### src/rtl/dispense_sequencer_if.sv
// Order and status bundle between the front panel and the dispense sequencer.
// The front panel drives the order; the sequencer drives the valves and status.
interface dispense_sequencer_if;
    logic       start;
    logic [4:0] recipe;
    logic [1:0] sugar_lvl;
    logic       cancel;
    logic       water;
    logic       coffee;
    logic       sugar;
    logic       milk;
    logic       chocolate;
    logic       busy;
    logic       done;
    logic       aborted;
    logic       error;
    logic [2:0] stage;

    modport master (
        output start, recipe, sugar_lvl, cancel,
        input  water, coffee, sugar, milk, chocolate,
        input  busy, done, aborted, error, stage
    );

    modport slave (
        input  start, recipe, sugar_lvl, cancel,
        output water, coffee, sugar, milk, chocolate,
        output busy, done, aborted, error, stage
    );
endinterface

### src/rtl/dispense_sequencer.sv
// Timed stage sequencer for the beverage dispenser: opens one ingredient valve
// at a time (water, coffee, sugar, milk, chocolate) for a programmed duration.
module dispense_sequencer #(
    parameter int CNT_W    = 8,
    parameter int T_WATER  = 20,
    parameter int T_COFFEE = 10,
    parameter int T_SUGAR  = 5,
    parameter int T_MILK   = 8,
    parameter int T_CHOC   = 6
) (
    input logic                  clock,
    input logic                  reset,
    dispense_sequencer_if.slave  bus
);

    typedef enum logic [2:0] {
        IDLE   = 3'd0,
        WATER  = 3'd1,
        COFFEE = 3'd2,
        SUGAR  = 3'd3,
        MILK   = 3'd4,
        CHOC   = 3'd5,
        DONE   = 3'd6
    } state_t;

    localparam int MAX_DUR = (1 << CNT_W) - 1;
    localparam logic [CNT_W-1:0] DUR_WATER  = CNT_W'((T_WATER  > MAX_DUR) ? MAX_DUR : T_WATER);
    localparam logic [CNT_W-1:0] DUR_COFFEE = CNT_W'((T_COFFEE > MAX_DUR) ? MAX_DUR : T_COFFEE);
    localparam logic [CNT_W-1:0] DUR_MILK   = CNT_W'((T_MILK   > MAX_DUR) ? MAX_DUR : T_MILK);
    localparam logic [CNT_W-1:0] DUR_CHOC   = CNT_W'((T_CHOC   > MAX_DUR) ? MAX_DUR : T_CHOC);
    localparam logic [CNT_W+1:0] SUGAR_UNIT = (CNT_W+2)'(T_SUGAR);
    localparam logic [CNT_W+1:0] SUGAR_MAX  = (CNT_W+2)'(MAX_DUR);

    state_t           state, state_nx;
    logic [CNT_W-1:0] count, count_nx;
    logic [4:0]       mask_q, mask_nx;
    logic [CNT_W-1:0] sdur_q, sdur_nx;
    logic [CNT_W+1:0] sugar_prod;
    logic [CNT_W-1:0] sugar_dur;
    logic [4:0]       eff_mask;
    logic             in_stage;

    function automatic logic [CNT_W-1:0] stage_dur(input state_t st, input logic [CNT_W-1:0] sdur);
        case (st)
            WATER:   return DUR_WATER;
            COFFEE:  return DUR_COFFEE;
            SUGAR:   return sdur;
            MILK:    return DUR_MILK;
            CHOC:    return DUR_CHOC;
            default: return '0;
        endcase
    endfunction

    // First enabled stage strictly after cur in dispense order, else DONE.
    function automatic state_t next_stage(input logic [2:0] cur, input logic [4:0] m);
        state_t r;
        r = DONE;
        for (int i = 5; i >= 1; i--) begin
            if (i > int'(cur) && m[i-1]) begin
                r = state_t'(i[2:0]);
            end
        end
        return r;
    endfunction

    // Sugar time scales with the requested units; zero-length stages drop out of the order.
    always_comb begin
        sugar_prod = {{CNT_W{1'b0}}, bus.sugar_lvl} * SUGAR_UNIT;
        sugar_dur  = (sugar_prod > SUGAR_MAX) ? '1 : sugar_prod[CNT_W-1:0];
        eff_mask   = bus.recipe;
        if (DUR_WATER  == '0) eff_mask[0] = 1'b0;
        if (DUR_COFFEE == '0) eff_mask[1] = 1'b0;
        if (sugar_dur  == '0) eff_mask[2] = 1'b0;
        if (DUR_MILK   == '0) eff_mask[3] = 1'b0;
        if (DUR_CHOC   == '0) eff_mask[4] = 1'b0;
    end

    assign in_stage = (state >= WATER) && (state <= CHOC);

    always_comb begin
        state_nx = state;
        count_nx = count;
        mask_nx  = mask_q;
        sdur_nx  = sdur_q;
        case (state)
            IDLE: begin
                if (bus.start && !bus.cancel && eff_mask != '0) begin
                    mask_nx  = eff_mask;
                    sdur_nx  = sugar_dur;
                    state_nx = next_stage(IDLE, eff_mask);
                    count_nx = stage_dur(state_nx, sugar_dur) - CNT_W'(1);
                end
            end
            WATER, COFFEE, SUGAR, MILK, CHOC: begin
                if (bus.cancel) begin
                    state_nx = IDLE;
                    count_nx = '0;
                end else if (count == '0) begin
                    state_nx = next_stage(state, mask_q);
                    count_nx = (state_nx == DONE) ? '0 : stage_dur(state_nx, sdur_q) - CNT_W'(1);
                end else begin
                    count_nx = count - CNT_W'(1);
                end
            end
            DONE:    state_nx = IDLE;
            default: begin
                state_nx = IDLE;
                count_nx = '0;
            end
        endcase
    end

    // Outputs are registered from the next state so they line up with the state register.
    always_ff @(posedge clock or negedge reset) begin
        if (!reset) begin
            state         <= IDLE;
            count         <= '0;
            mask_q        <= '0;
            sdur_q        <= '0;
            bus.water     <= 1'b0;
            bus.coffee    <= 1'b0;
            bus.sugar     <= 1'b0;
            bus.milk      <= 1'b0;
            bus.chocolate <= 1'b0;
            bus.busy      <= 1'b0;
            bus.done      <= 1'b0;
            bus.aborted   <= 1'b0;
            bus.error     <= 1'b0;
            bus.stage     <= 3'd0;
        end else begin
            state         <= state_nx;
            count         <= count_nx;
            mask_q        <= mask_nx;
            sdur_q        <= sdur_nx;
            bus.water     <= (state_nx == WATER);
            bus.coffee    <= (state_nx == COFFEE);
            bus.sugar     <= (state_nx == SUGAR);
            bus.milk      <= (state_nx == MILK);
            bus.chocolate <= (state_nx == CHOC);
            bus.busy      <= (state_nx != IDLE);
            bus.done      <= (state_nx == DONE);
            bus.aborted   <= in_stage && bus.cancel;
            bus.error     <= (state == IDLE) && bus.start && !bus.cancel && (eff_mask == '0);
            bus.stage     <= state_nx;
        end
    end

endmodule

### src/flat_wrapper.sv
// flat-port wrapper written by rule: the top's interface ports become plain ports
module dispense_sequencer_flat 
#(
    parameter int CNT_W    = 8,
    parameter int T_WATER  = 20,
    parameter int T_COFFEE = 10,
    parameter int T_SUGAR  = 5,
    parameter int T_MILK   = 8,
    parameter int T_CHOC   = 6
)
  (clock, reset, bus_start, bus_recipe, bus_sugar_lvl, bus_cancel, bus_water, bus_coffee, bus_sugar, bus_milk, bus_chocolate, bus_busy, bus_done, bus_aborted, bus_error, bus_stage);
  dispense_sequencer_if bus_i ();
  input logic clock;
  input logic reset;
  input wire logic [$bits(bus_i.start)-1:0] bus_start;
  input wire logic [$bits(bus_i.recipe)-1:0] bus_recipe;
  input wire logic [$bits(bus_i.sugar_lvl)-1:0] bus_sugar_lvl;
  input wire logic [$bits(bus_i.cancel)-1:0] bus_cancel;
  output wire logic [$bits(bus_i.water)-1:0] bus_water;
  output wire logic [$bits(bus_i.coffee)-1:0] bus_coffee;
  output wire logic [$bits(bus_i.sugar)-1:0] bus_sugar;
  output wire logic [$bits(bus_i.milk)-1:0] bus_milk;
  output wire logic [$bits(bus_i.chocolate)-1:0] bus_chocolate;
  output wire logic [$bits(bus_i.busy)-1:0] bus_busy;
  output wire logic [$bits(bus_i.done)-1:0] bus_done;
  output wire logic [$bits(bus_i.aborted)-1:0] bus_aborted;
  output wire logic [$bits(bus_i.error)-1:0] bus_error;
  output wire logic [$bits(bus_i.stage)-1:0] bus_stage;
  assign bus_i.start = bus_start;
  assign bus_i.recipe = bus_recipe;
  assign bus_i.sugar_lvl = bus_sugar_lvl;
  assign bus_i.cancel = bus_cancel;
  assign bus_water = bus_i.water;
  assign bus_coffee = bus_i.coffee;
  assign bus_sugar = bus_i.sugar;
  assign bus_milk = bus_i.milk;
  assign bus_chocolate = bus_i.chocolate;
  assign bus_busy = bus_i.busy;
  assign bus_done = bus_i.done;
  assign bus_aborted = bus_i.aborted;
  assign bus_error = bus_i.error;
  assign bus_stage = bus_i.stage;
  dispense_sequencer #(.CNT_W(CNT_W), .T_WATER(T_WATER), .T_COFFEE(T_COFFEE), .T_SUGAR(T_SUGAR), .T_MILK(T_MILK), .T_CHOC(T_CHOC)) u_core (.clock(clock), .reset(reset), .bus(bus_i));
endmodule
### config.mk
export PLATFORM = sky130hd
export DESIGN_NAME = dispense_sequencer_flat
export DESIGN_NICKNAME = d
export VERILOG_FILES = /design/src/rtl/dispense_sequencer_if.sv /design/src/rtl/dispense_sequencer.sv /design/src/flat_wrapper.sv
export SDC_FILE = /design/constraint.sdc
export NUM_CORES = 1
export LEC_CHECK = 0
export CAP_MARGIN = 15
export CORE_UTILIZATION = 54
export DETAILED_ROUTE_END_ITERATION = 8
export PLACE_DENSITY = 0.86
export SLEW_MARGIN = 20
export SYNTH_ARGS = -nofsm -noshare
export SYNTH_HDL_FRONTEND = slang
export SYNTH_SLANG_ARGS = --single-unit
### constraint.sdc
create_clock -name clock -period 2.6 [get_ports clock]
set_input_delay 0.26 -clock clock [delete_from_list [all_inputs] [get_ports clock]]
set_output_delay 0.26 -clock clock [all_outputs]
set_load 0.01 [all_outputs]
* Word level (Yosys, flattened, before mapping)
Cells that the tools add are included.
** Storage, ports and cells
- RAM bits :: 0
- Latch bits :: 0
- Word-level logic and storage cells :: 103
- Output and inout bits :: 12
- Input bits :: 11
- Flip-flop bits (word level) :: 30
- Bits in read-only memories :: 0
- Memories kept :: 0
** Cells by class
- Multipliers :: 1
- Add/subtract/negate cells :: 3
- Reduce and logical (&&, ||, !) cells :: 22
- Bitwise gates (word level) :: 1
- Equality and inequality tests :: 24
- Shift-type cells :: 0
- Divide/modulo/power cells :: 0
- Order comparisons :: 7
- Multiplexer cells :: 32
** Operators by type and width (number)
- 2-to-1 mux 8 bit :: 9
- case mux 5 bit (5 select lines) :: 2
- 2-to-1 mux 3 bit :: 14
- equality test 3 bit, second input constant :: 11
- equality test 3 x 2 -> 1 bit, second input constant :: 8
- case mux 8 bit (3 select lines) :: 1
- subtractor 8 x 1 -> 8 bit, second input constant :: 3
- equality test 3 x 1 -> 1 bit, second input constant :: 4
- logical AND 1 bit :: 12
- logical NOT 5 bit :: 2
- logical NOT 8 bit :: 1
- 2-to-1 mux 2 bit :: 4
- greater-than comparator 2 x 3 -> 1 bit, first input constant :: 2
- greater-than comparator 3 bit, first input constant :: 2
- case mux 3 bit (2 select lines) :: 1
- multiplier 2 x 3 -> 5 bit, second input constant :: 1
- nonzero test 5 bit :: 1
- OR reduction 5 bit :: 1
- AND reduction 2 bit :: 2
- greater-or-equal comparator 3 x 1 -> 1 bit, second input constant :: 1
- greater-than comparator 1 x 3 -> 1 bit, first input constant :: 1
- less-or-equal comparator 3 bit, second input constant :: 1
- logical NOT 3 bit :: 1
- nonzero test 3 bit :: 1
- 4 further kinds :: 4

* Longest topological paths before layout
- Word-level depth :: 20
- Depth in mapped cells :: 11
- Depth with buffers taken out :: 10

* Worst setup path before layout
OpenSTA, ideal clock, no wires.
- Kind :: register -> register
- Start point :: register, netlist name u_core.bus.stage[1]
- End point :: register u_core.count[2]
- Required time :: 2.476 ns
- Setup slack :: 0.463 ns
- Library setup time :: 0.124 ns
- Path buffers :: 1
- Arrival time :: 2.013 ns
- Period minus slack after synthesis :: 2.137 ns
- Stages on the path, launching flop included :: 11
- Cell sequence :: dfrtp_1 > buf_2 > a21bo_2 > a21oi_1 > a21oi_1 > a31oi_1 > o21ai_0 > ha_1 > nand3b_1 > mux2i_1 > o31a_1
** RTL lines
- end signal, assigned :: line dispense_sequencer.sv:132 : count <= count_nx;
- end, declared :: line dispense_sequencer.sv:35 : logic [CNT_W-1:0] count, count_nx;

==> reports/qor.yml <==
status: "finished clean"
num_vias: 1564
grt_setup_unrepaired: "no"
period_share: 0.903
tritoncts: "done"
synth_warnings: 0
root_buffer: "clkbuf_4"
critPathKind: "reg -> reg"
clk_latency_ns: 0.34
ff2ff_setup_slack_ns: 0.25
netlist_area_sq_um: 1710
die_x_microns: 58.2
ff_latch_area_sq_um: 676
finalSetupTns_ns: 0
path_max_fanout: 12
async_flop_share: 1.00
portBuffers: 22
cp_num_buf_inv: 0
p_leak_nw: 0.858
clock_sinks: 27
yosysSeqAreaShare: 0.396
antenna_found_initial: 0
start_kind: "register"
grt_max_degree: 28
path_delay_family: "compound AO/OA/AOI/OAI gates"
initial_core_util: 0.564
worst_slew_pin_slew_ns: 0.791
rr_endpoint: "u_core.count[2]$_DFFE_PN0P_"
ant_nets: 0
layout-drive-gt1-share: 0.116
synth_area_leader_cell: "dfrtp_1"
skew_ns: 0.00900
wl_per_cell_microns: 16.0
fmax_ghz: 0.426
firstDrtPassIters: 4
avgSynthCellArea_sq_um: 9.08
grt_pass1_vias: 1448
cts_buffers: 3
final-setup-viol-count: 0
synth_area_leaders: "dfrtp_1 40%, o21ai_0 4.1%, a21oi_1 3.8%"
route.detailed.drc: 0
drtIter0Drc: 73
worstPathRequired_ns: 2.85
cts_setup_buffers: 0
grt_use_total: 0.272
endpoint_kind: "register"
syn_to_final_growth_pct: 18.7
cpMaxStageDelayCell: "dfrtp_1"
hold_class: "in -> async"
path_cells: "a21bo_2, a21oi_1, a31oi_1, o21ai_0, ha_1, nand2b_1, mux2i_1, o31a_1"
yosysMostFrequentCell: "dfrtp_1"
drt_wl_total_mm: 4.15
n_fill_cell: 220
cts_resized: 0
dpl.hpwl_mm: 3.20
design.core.area_sq_um: 3030
ys_seq_elements: 27
cts_buffer_depth: 2
power.density_nw_per_um2: 783
grt_pass1_wl_mm: 6.95
synth_cells: 188
synthDistinctLibCells: 52
post-route-min-period_ns: 2.35
yosys.area.top_type_share: 0.396
multi_input_area_sq_um: 975
nets: 231
arrival_ns: 2.59
routabilityCongestion: 0.966
hold_violations: 0
row_count: 20
worst_hold_slack_ns: 0.261
peakVddDrop_uv: 376
pin_count: 23
fp.dieArea_sq_um: 3390
critical-path-max-stage-delay_ns: 0.55
synthTopCellsByCount: "27 x dfrtp_1, 16 x nor2_1, 15 x nand2_1, 14 x o21ai_0, 13 x a21oi_1"
synth_fp_nets: 203
cts_max_level: 1
rr_startpoint: "u_core.bus.stage[1]$_DFF_PN0_"
synth_ff_type: "dfrtp_1"
diodes: 0
fp.dieH_microns: 58.2
reg2reg_depth: 8
overflow: 0
slew_headroom: 0.469
maxSlewViolCount: 0
path_clk_slew_ns: 0.15
hold_buffers: 0
synth-edff-count: 0
fin_util: 0.669
drv_cap: 0
viasPerCell: 6.04
final cells by class:
cell class / count / share of cell area
timing repair buffer: 27 / 0.127
tap: 44 / 0.0272
sequential: 27 / 0.334
inverter: 9 / 0.0179
multi-input combinational: 148 / 0.481
clock buffer: 4 / 0.0130
state kept, by name, summed over array words and instances, names as in the netlist:
| signal | count |
|---|---|
| u_core.bus.aborted | 1 |
| u_core.bus.busy | 1 |
| u_core.bus.chocolate | 1 |
| u_core.bus.coffee | 1 |
| u_core.bus.done | 1 |
| u_core.bus.error | 1 |
| u_core.bus.milk | 1 |
| u_core.bus.stage | 3 |
| u_core.bus.sugar | 1 |
| u_core.bus.water | 1 |
| u_core.count | 8 |
| u_core.mask_q | 5 |
| u_core.sdur_q | 2 |
stage by stage:
| step | cells | setup slack (ns) | area (sq um) | power, mW |
|---|---|---|---|---|
| final | 259 | 0.253 | 2030 | 1.59 |
| after global routing | 259 | 0.112 | 2030 | 1.69 |
| after CTS | 259 | 0.263 | 2030 | 1.57 |
| after detailed placement | 255 | 0.300 | 2000 | 1.39 |
| after global placement | 255 | 0.306 | 2000 | 1.35 |
| after floorplan | 188 | 0.463 | 1710 | 1.15 |
power breakdown:
group	total, mW	leakage (nW)	internal [mW]	switching, mW
Combinational	0.782	0.492	0.346	0.436
Sequential	0.615	0.351	0.510	0.105
Clock	0.188	0.0150	0.0604	0.128
Total	1.59	0.858	0.916	0.669
per-layer routing:
metal	part of all wire	up-vias	track usage
met1	0.42	735	0.382
met5	0	-	0
met4	0.027	0	0.119
met3	0.064	12	0.0290
met2	0.48	74	0.427
li1	-	743	-
worst reg2reg max path, stage by stage (launching register included):
cell and delay [ns]:
dfrtp_1 0.55, a21bo_2 0.29, a21oi_1 0.35, a31oi_1 0.14, o21ai_0 0.18, ha_1 0.23
nand2b_1 0.13, mux2i_1 0.08, o31a_1 0.30
cells in the final DEF (no fill, tap or decap), drive strengths merged, types with 2 or more instances in the layout:
| cell type | n |
|---|---|
| nor2b | 4 |
| o31ai | 2 |
| nand3b | 2 |
| buf | 5 |
| dfrtp | 27 |
| inv | 9 |
| a221oi | 3 |
| ha | 4 |
| a21oi | 13 |
| clkbuf | 4 |
| nor2 | 17 |
| or3 | 3 |
| and3 | 2 |
| o21ai | 14 |
| o211ai | 2 |
| mux2i | 2 |
| o21bai | 2 |
| mux2 | 5 |
| and4 | 2 |
| a31oi | 3 |
| nor4 | 2 |
| clkdlybuf4s50 | 22 |
| nand3 | 5 |
| nand2b | 8 |
| o22ai | 3 |
| and2 | 4 |
| xnor2 | 3 |
| nor3 | 9 |
| nand2 | 15 |
| nor3b | 4 |
how the worst max path moves through the flow:
stage	start	to	slack (ns)	cells past startpoint
after floorplan	u_core.bus.stage[1]$_DFF_PN0_	u_core.count[2]$_DFFE_PN0P_	0.46	10
final	u_core.bus.stage[1]$_DFF_PN0_	u_core.count[2]$_DFFE_PN0P_	0.25	8
after global placement	u_core.bus.stage[2]$_DFF_PN0_	u_core.bus.water$_DFF_PN0_	0.31	6
after detailed placement	u_core.bus.stage[2]$_DFF_PN0_	u_core.bus.milk$_DFF_PN0_	0.30	6
after CTS	u_core.bus.stage[2]$_DFF_PN0_	u_core.bus.milk$_DFF_PN0_	0.26	6
after global routing	u_core.count[3]$_DFFE_PN0P_	u_core.bus.sugar$_DFF_PN0_	0.11	6
logic make-up (layout without fill, tap and decap cells):
kind of cell,after synthesis,in the layout,synth area share
AO/OA/AOI/OAI,51,51,0.201
XOR/XNOR,4,4,0.0205
adder cells (fa/ha/maj),4,4,0.0293
buffers and inverters,13,40,0.0330
flip-flops,27,27,0.396
multiplexers,7,7,0.0447
AND/OR/NAND/NOR,82,82,0.276
(Power assumes the default switching activity.)
==> patch 1: new RTL, same flow settings <==
Make the reset (`reset`) synchronous in one clocked block.
--- a/src/rtl/dispense_sequencer.sv
+++ b/src/rtl/dispense_sequencer.sv
@@ -111,7 +111,7 @@
     end
 
     // Outputs are registered from the next state so they line up with the state register.
-    always_ff @(posedge clock or negedge reset) begin
+    always_ff @(posedge clock) begin
         if (!reset) begin
             state         <= IDLE;
             count         <= '0;
Formal check against the unedited RTL: differs if reset is asserted again (counterexample within 4 cycles, from zero or initial values and one cycle with reset low); with reset held inactive, the same outputs for 10 cycles.
==> patch 1 against the original RTL <==
Sequential cell count unchanged. Worst setup slack worse by 69 ps. Power shrank 29%. Final area is 3.7% higher. Non-clock buffer count up 7. Count of clock-buffer cells in the layout fell by 1. Synthesized area rose by 1.2%. Wire length increased by 16%. Critical path type unchanged. Critical endpoint is now u_core.count[1]$_SDFFE_PN0P_. Highest routed layer unchanged.
==> patch 1: results (changes against the original RTL) <==
stage	metric	value	unit	change
global_route	grt_first_pass_wirelength	7.914	mm	+14%
drt	detailedRoute.firstPassIterationCount	5		+1
yosys	synth.yosys.seq_area_share	31.28	%	-8.3 points
drt	detail_route.wirelength	4.829	mm	+16%
placed_design	placedCellCount	295		+16%
yosys	synth_top_cells_by_area	sky130_fd_sc_hd__dfxtp_1 31%, sky130_fd_sc_hd__nor2_1 6.7%, sky130_fd_sc_hd__nor3_1 4.3%		
drt	via_count	1867		+19%
yosys	syn_inst	227		+21%
finish	final-clk-cell-share	1.429	%	+0.13 points
finish	fill_cells	267		+21%
sta	relSlewSlack	67.88	%	+21 points
status	run_status	completed		
sta	fin_hold_ws	507.8	ps	+247.1 ps
drt	wl_met2	2.298	mm	+14%
drt	met3RoutedLength	393	microns	+48%
min_path	worstHoldPathType	flip-flop to flip-flop		
placed_design	routabilityCongestion	0.9484		-1.9%
finish	seq_area_share	25.91	%	-7.4 points
placed_design	io_buffers	22		unchanged
finish	final_core_util	68.81	%	+1.9 points
worst_setup_path	flop2flop_setup_slack	180	ps	-70 ps
drt	detail_route.wirelength.met1	1.968	mm	+12%
global_route	largest_net_degree_at_the_start_of_global_routing	17		-39%
yosys	synth-compound-area-share	28.17	%	+8.1 points
yosys	yosys-top-cells-count	31 x sky130_fd_sc_hd__nor2_1, 27 x sky130_fd_sc_hd__dfxtp_1, 15 x sky130_fd_sc_hd__nor3_1, 15 x sky130_fd_sc_hd__o21ai_0, 14 x sky130_fd_sc_hd__nand2_1		
worst_setup_path	regToRegEndpoint	u_core.count[1]$_SDFFE_PN0P_		
drt	routed_via_density	6.244		+3.4%
placed_design	dpl_cell_area	0.002053	sq mm	+2.7%
finish	layout.comb_gates.multi_input	179		+21%
worst_setup_path	cpMaxStageDelayCell	sky130_fd_sc_hd__dfxtp_2		
finish	non_clock_inverter_count	11		+2
placed_design	pre_cts_slack	55.83	ps	-244.5 ps
global_route	use_met2	48.60	%	+5.9 points
yosys	synth_mux_area_share	2.896	%	-1.6 points
worst_setup_path	cp_slowest_stage_delay	400	ps	-150 ps
worst_setup_path	worstPathArrival	2710	ps	+120 ps
worst_setup_path	worstSetupStartpoint	u_core.bus.stage[1]$_SDFF_PN0_		
yosys	ys_types	48		-7.7%
pwr	leakage	0.7818	nW	-8.8%
finish	final_net_count	271		+17%
finish	multi_input_area_share	53.31	%	+5.2 points
finish	signal_buffers	34		+26%
sta	skew	24.17	ps	+15.18 ps
global_route	globalRouteMet1Util	40.44	%	+2.2 points
finish	final-nonclk-buf-share	14.77	%	+2.0 points
[patch 1: cell types whose count changed after synthesis, sizes merged, moves of 4 or more]
cell	before	now
dfrtp	27	0
dfxtp	0	27
nor2	17	31
a21o	0	6
clkbuf	2	8
nor3	9	15
mux2	5	0
nand2b	8	4
o32ai	0	4
[patch 1: how the worst max path moves through the flow]
stage,end,slack (ps),cells after the start
floorplan,u_core.count[1]$_SDFFE_PN0P_,210,11
global placement,u_core.bus.busy$_SDFF_PN0_,140,5
detailed placement,u_core.bus.busy$_SDFF_PN0_,60,5
CTS,u_core.bus.busy$_SDFF_PN0_,40,5
global route,u_core.count[1]$_SDFFE_PN0P_,80,10
finish,u_core.count[1]$_SDFFE_PN0P_,180,9
[patch 1: where the power goes]
part           switching, mW  internal (mW)  leakage [nW]
sequential            0.0344          0.442         0.221
combinational          0.266          0.201         0.547
clock                  0.131         0.0590        0.0139
==> patch 2: new RTL, config.mk and constraints unchanged <==
Made on the original files. `CNT_W` is set to 8 in 2 places; all go to 9.
--- a/src/rtl/dispense_sequencer.sv
+++ b/src/rtl/dispense_sequencer.sv
@@ -1,7 +1,7 @@
 // Timed stage sequencer for the beverage dispenser: opens one ingredient valve
 // at a time (water, coffee, sugar, milk, chocolate) for a programmed duration.
 module dispense_sequencer #(
-    parameter int CNT_W    = 8,
+    parameter int CNT_W    = 9,
     parameter int T_WATER  = 20,
     parameter int T_COFFEE = 10,
     parameter int T_SUGAR  = 5,
--- a/src/flat_wrapper.sv
+++ b/src/flat_wrapper.sv
@@ -1,7 +1,7 @@
 // flat-port wrapper written by rule: the top's interface ports become plain ports
 module dispense_sequencer_flat 
 #(
-    parameter int CNT_W    = 8,
+    parameter int CNT_W    = 9,
     parameter int T_WATER  = 20,
     parameter int T_COFFEE = 10,
     parameter int T_SUGAR  = 5,
Function: no difference found for any inputs over 10 cycles, from zero or initial values and one cycle with reset low; that may be too few to reach the edited logic, so the function may still have changed.
==> patch 2 against the original RTL <==
Sequential share of layout area is 1.7 points lower. Final area is 9.6% higher. Worst setup slack got worse by 65 ps. Synthesized area increased by 8.1%. Critical path depth down 1. Combinational power increased by 17%. Clock power up 57%. Power up 19%. Wire length rose by 6.5%. Sequential cell count is 1 higher. Fmax fell by 2.7%. Die area up 7.8%. First-iteration DRC count increased by 100%. Clock skew decreased by 3.3 ps. Critical endpoint is now u_core.bus.chocolate$_DFF_PN0_.
==> patch 2: results (changes against the original RTL) <==
stage	metric	value	unit	change
status	run_status	completed		
worst_setup_path	critPathMaxFanout	7		-5
worst_setup_path	cp_slowest_stage_delay	650	ps	+100 ps
finish	non_clock_inverter_count	7		-2
placed_design	dpl_cell_area	0.002142	sq mm	+7.1%
floorplan	core_area	0.003153	sq mm	+4.1%
drt	met3RoutedLength	220	microns	-17%
yosys	synth_top_cells_by_area	sky130_fd_sc_hd__dfrtp_1 38%, sky130_fd_sc_hd__nand2_1 5.3%, sky130_fd_sc_hd__nor2_1 4.1%		
yosys	syn_area_per_cell	8.867	sq um	-2.3%
finish	signal_buffers	33		+22%
pwr	netSwitchingPower	0.7747	mW	+16%
yosys	yosys-top-cells-count	28 x sky130_fd_sc_hd__dfrtp_1, 26 x sky130_fd_sc_hd__nand2_1, 20 x sky130_fd_sc_hd__nor2_1, 12 x sky130_fd_sc_hd__a21oi_1, 12 x sky130_fd_sc_hd__o21ai_0		
drt	detailedRoute.firstPassIterationCount	5		+1
sta	timing_worst_slew_pin_value	682.5	ps	-108.2 ps
global_route	first_global_vias	1549		+7.0%
sta	fin_hold_ws	261.4	ps	+0.6800 ps
drt	wl_met2	2.089	mm	+3.9%
finish	nFlopsAndLatches	28		+3.7%
pwr	max-vdd-ir-drop	0.0003773	V	+0.24%
worst_setup_path	flop2flop_setup_slack	190	ps	-60 ps
finish	fill_cells	267		+21%
yosys	mappedNetlistNets	224		+10%
sta	fmax	414.7	MHz	-2.7%
placed_design	pre_cts_slack	51.19	ps	-249.1 ps
finish	biggestRegsByFlops	u_core.count: 9 flops, u_core.mask_q: 5 flops, u_core.bus.stage: 3 flops		
drt	detail_route.wirelength.met1	2.043	mm	+16%
worst_setup_path	worstPathArrival	2670	ps	+80 ps
drt	drtIter0Drc	146		+100%
finish	regArea	703.2	sq um	+4.1%
drt	wire_per_inst	15.61	microns	-2.5%
worst_setup_path	timing.reg2reg.worst_path_depth	7		-1
worst_setup_path	cpMaxStageDelayCell	sky130_fd_sc_hd__a2111oi_0		
finish	final-clk-cell-share	2.368	%	+1.1 points
finish	layout.comb_gates.multi_input	167		+13%
worst_setup_path	crit_end	u_core.bus.chocolate$_DFF_PN0_		
yosys	ys_types	58		+12%
placed_design	placedCellCount	277		+8.6%
worst_setup_path	worstSetupStartpoint	u_core.bus.stage[2]$_DFF_PN0_		
finish	layout-drive-gt1-share	16.32	%	+4.7 points
drt	via_count	1692		+8.2%
placed_design	routabilityCongestion	0.9279		-4.0%
placed_design	place.detailed.hpwl	3.221	mm	+0.72%
==> patch 2: changes by cell type in the layout (fill, tap and decap cells not counted), sizes merged, moves of 3 or more <==
cell and delta:
buf +6, nor2 +4, a31oi +4, nand2b -4, nor3b -3, nand2 +12, nand3 +3, a221oi -3
==> patch 2: power by group through the flow <==
stage          sequential, mW  clock [mW]  combinational [mW]
4_1_cts                 0.673       0.301               0.881
3_5_place_dp            0.681           0               0.874
2_1_floorplan           0.650           0               0.653
3_3_place_gp            0.675           0               0.863
6_report                0.675       0.295               0.915
5_1_grt                 0.686       0.320                1.03
==> patch 2: kinds of logic (layout without fill, tap and decap cells) <==
| logic type | count (synthesis) | count (layout) | synth area share, % |
|---|---|---|---|
| AOI/OAI and AO/OA | 62 | 62 | 23.20 |
| xor gates and xnor gates | 2 | 2 | 0.9500 |
| adders and majority gates | 5 | 5 | 3.392 |
| buffers and inverters | 13 | 44 | 3.867 |
| DFF | 28 | 28 | 37.99 |
| muxes | 5 | 5 | 3.392 |
| and+or+nand+nor | 93 | 93 | 27.21 |
==> patch 2: timing repair <==
item	4_1_cts	5_1_grt
resized for setup	0	6
buffers inserted	0	2
setup endpoints to repair	0	3
==> patch 2: routing by layer <==
layer	GRT usage, %	vias to the layer above
li1	-	819
met1	38.33	794
met2	44.27	72
met3	2.559	7
met4	8.766	0
met5	0	-
==> patch 2: metrics by stage <==
stage	util, %	power [mW]
after floorplan	-	1.302
after global placement	67.94	1.538
after detailed placement	67.94	1.555
after CTS	69.60	1.855
after global routing	70.40	2.035
final	70.40	1.885
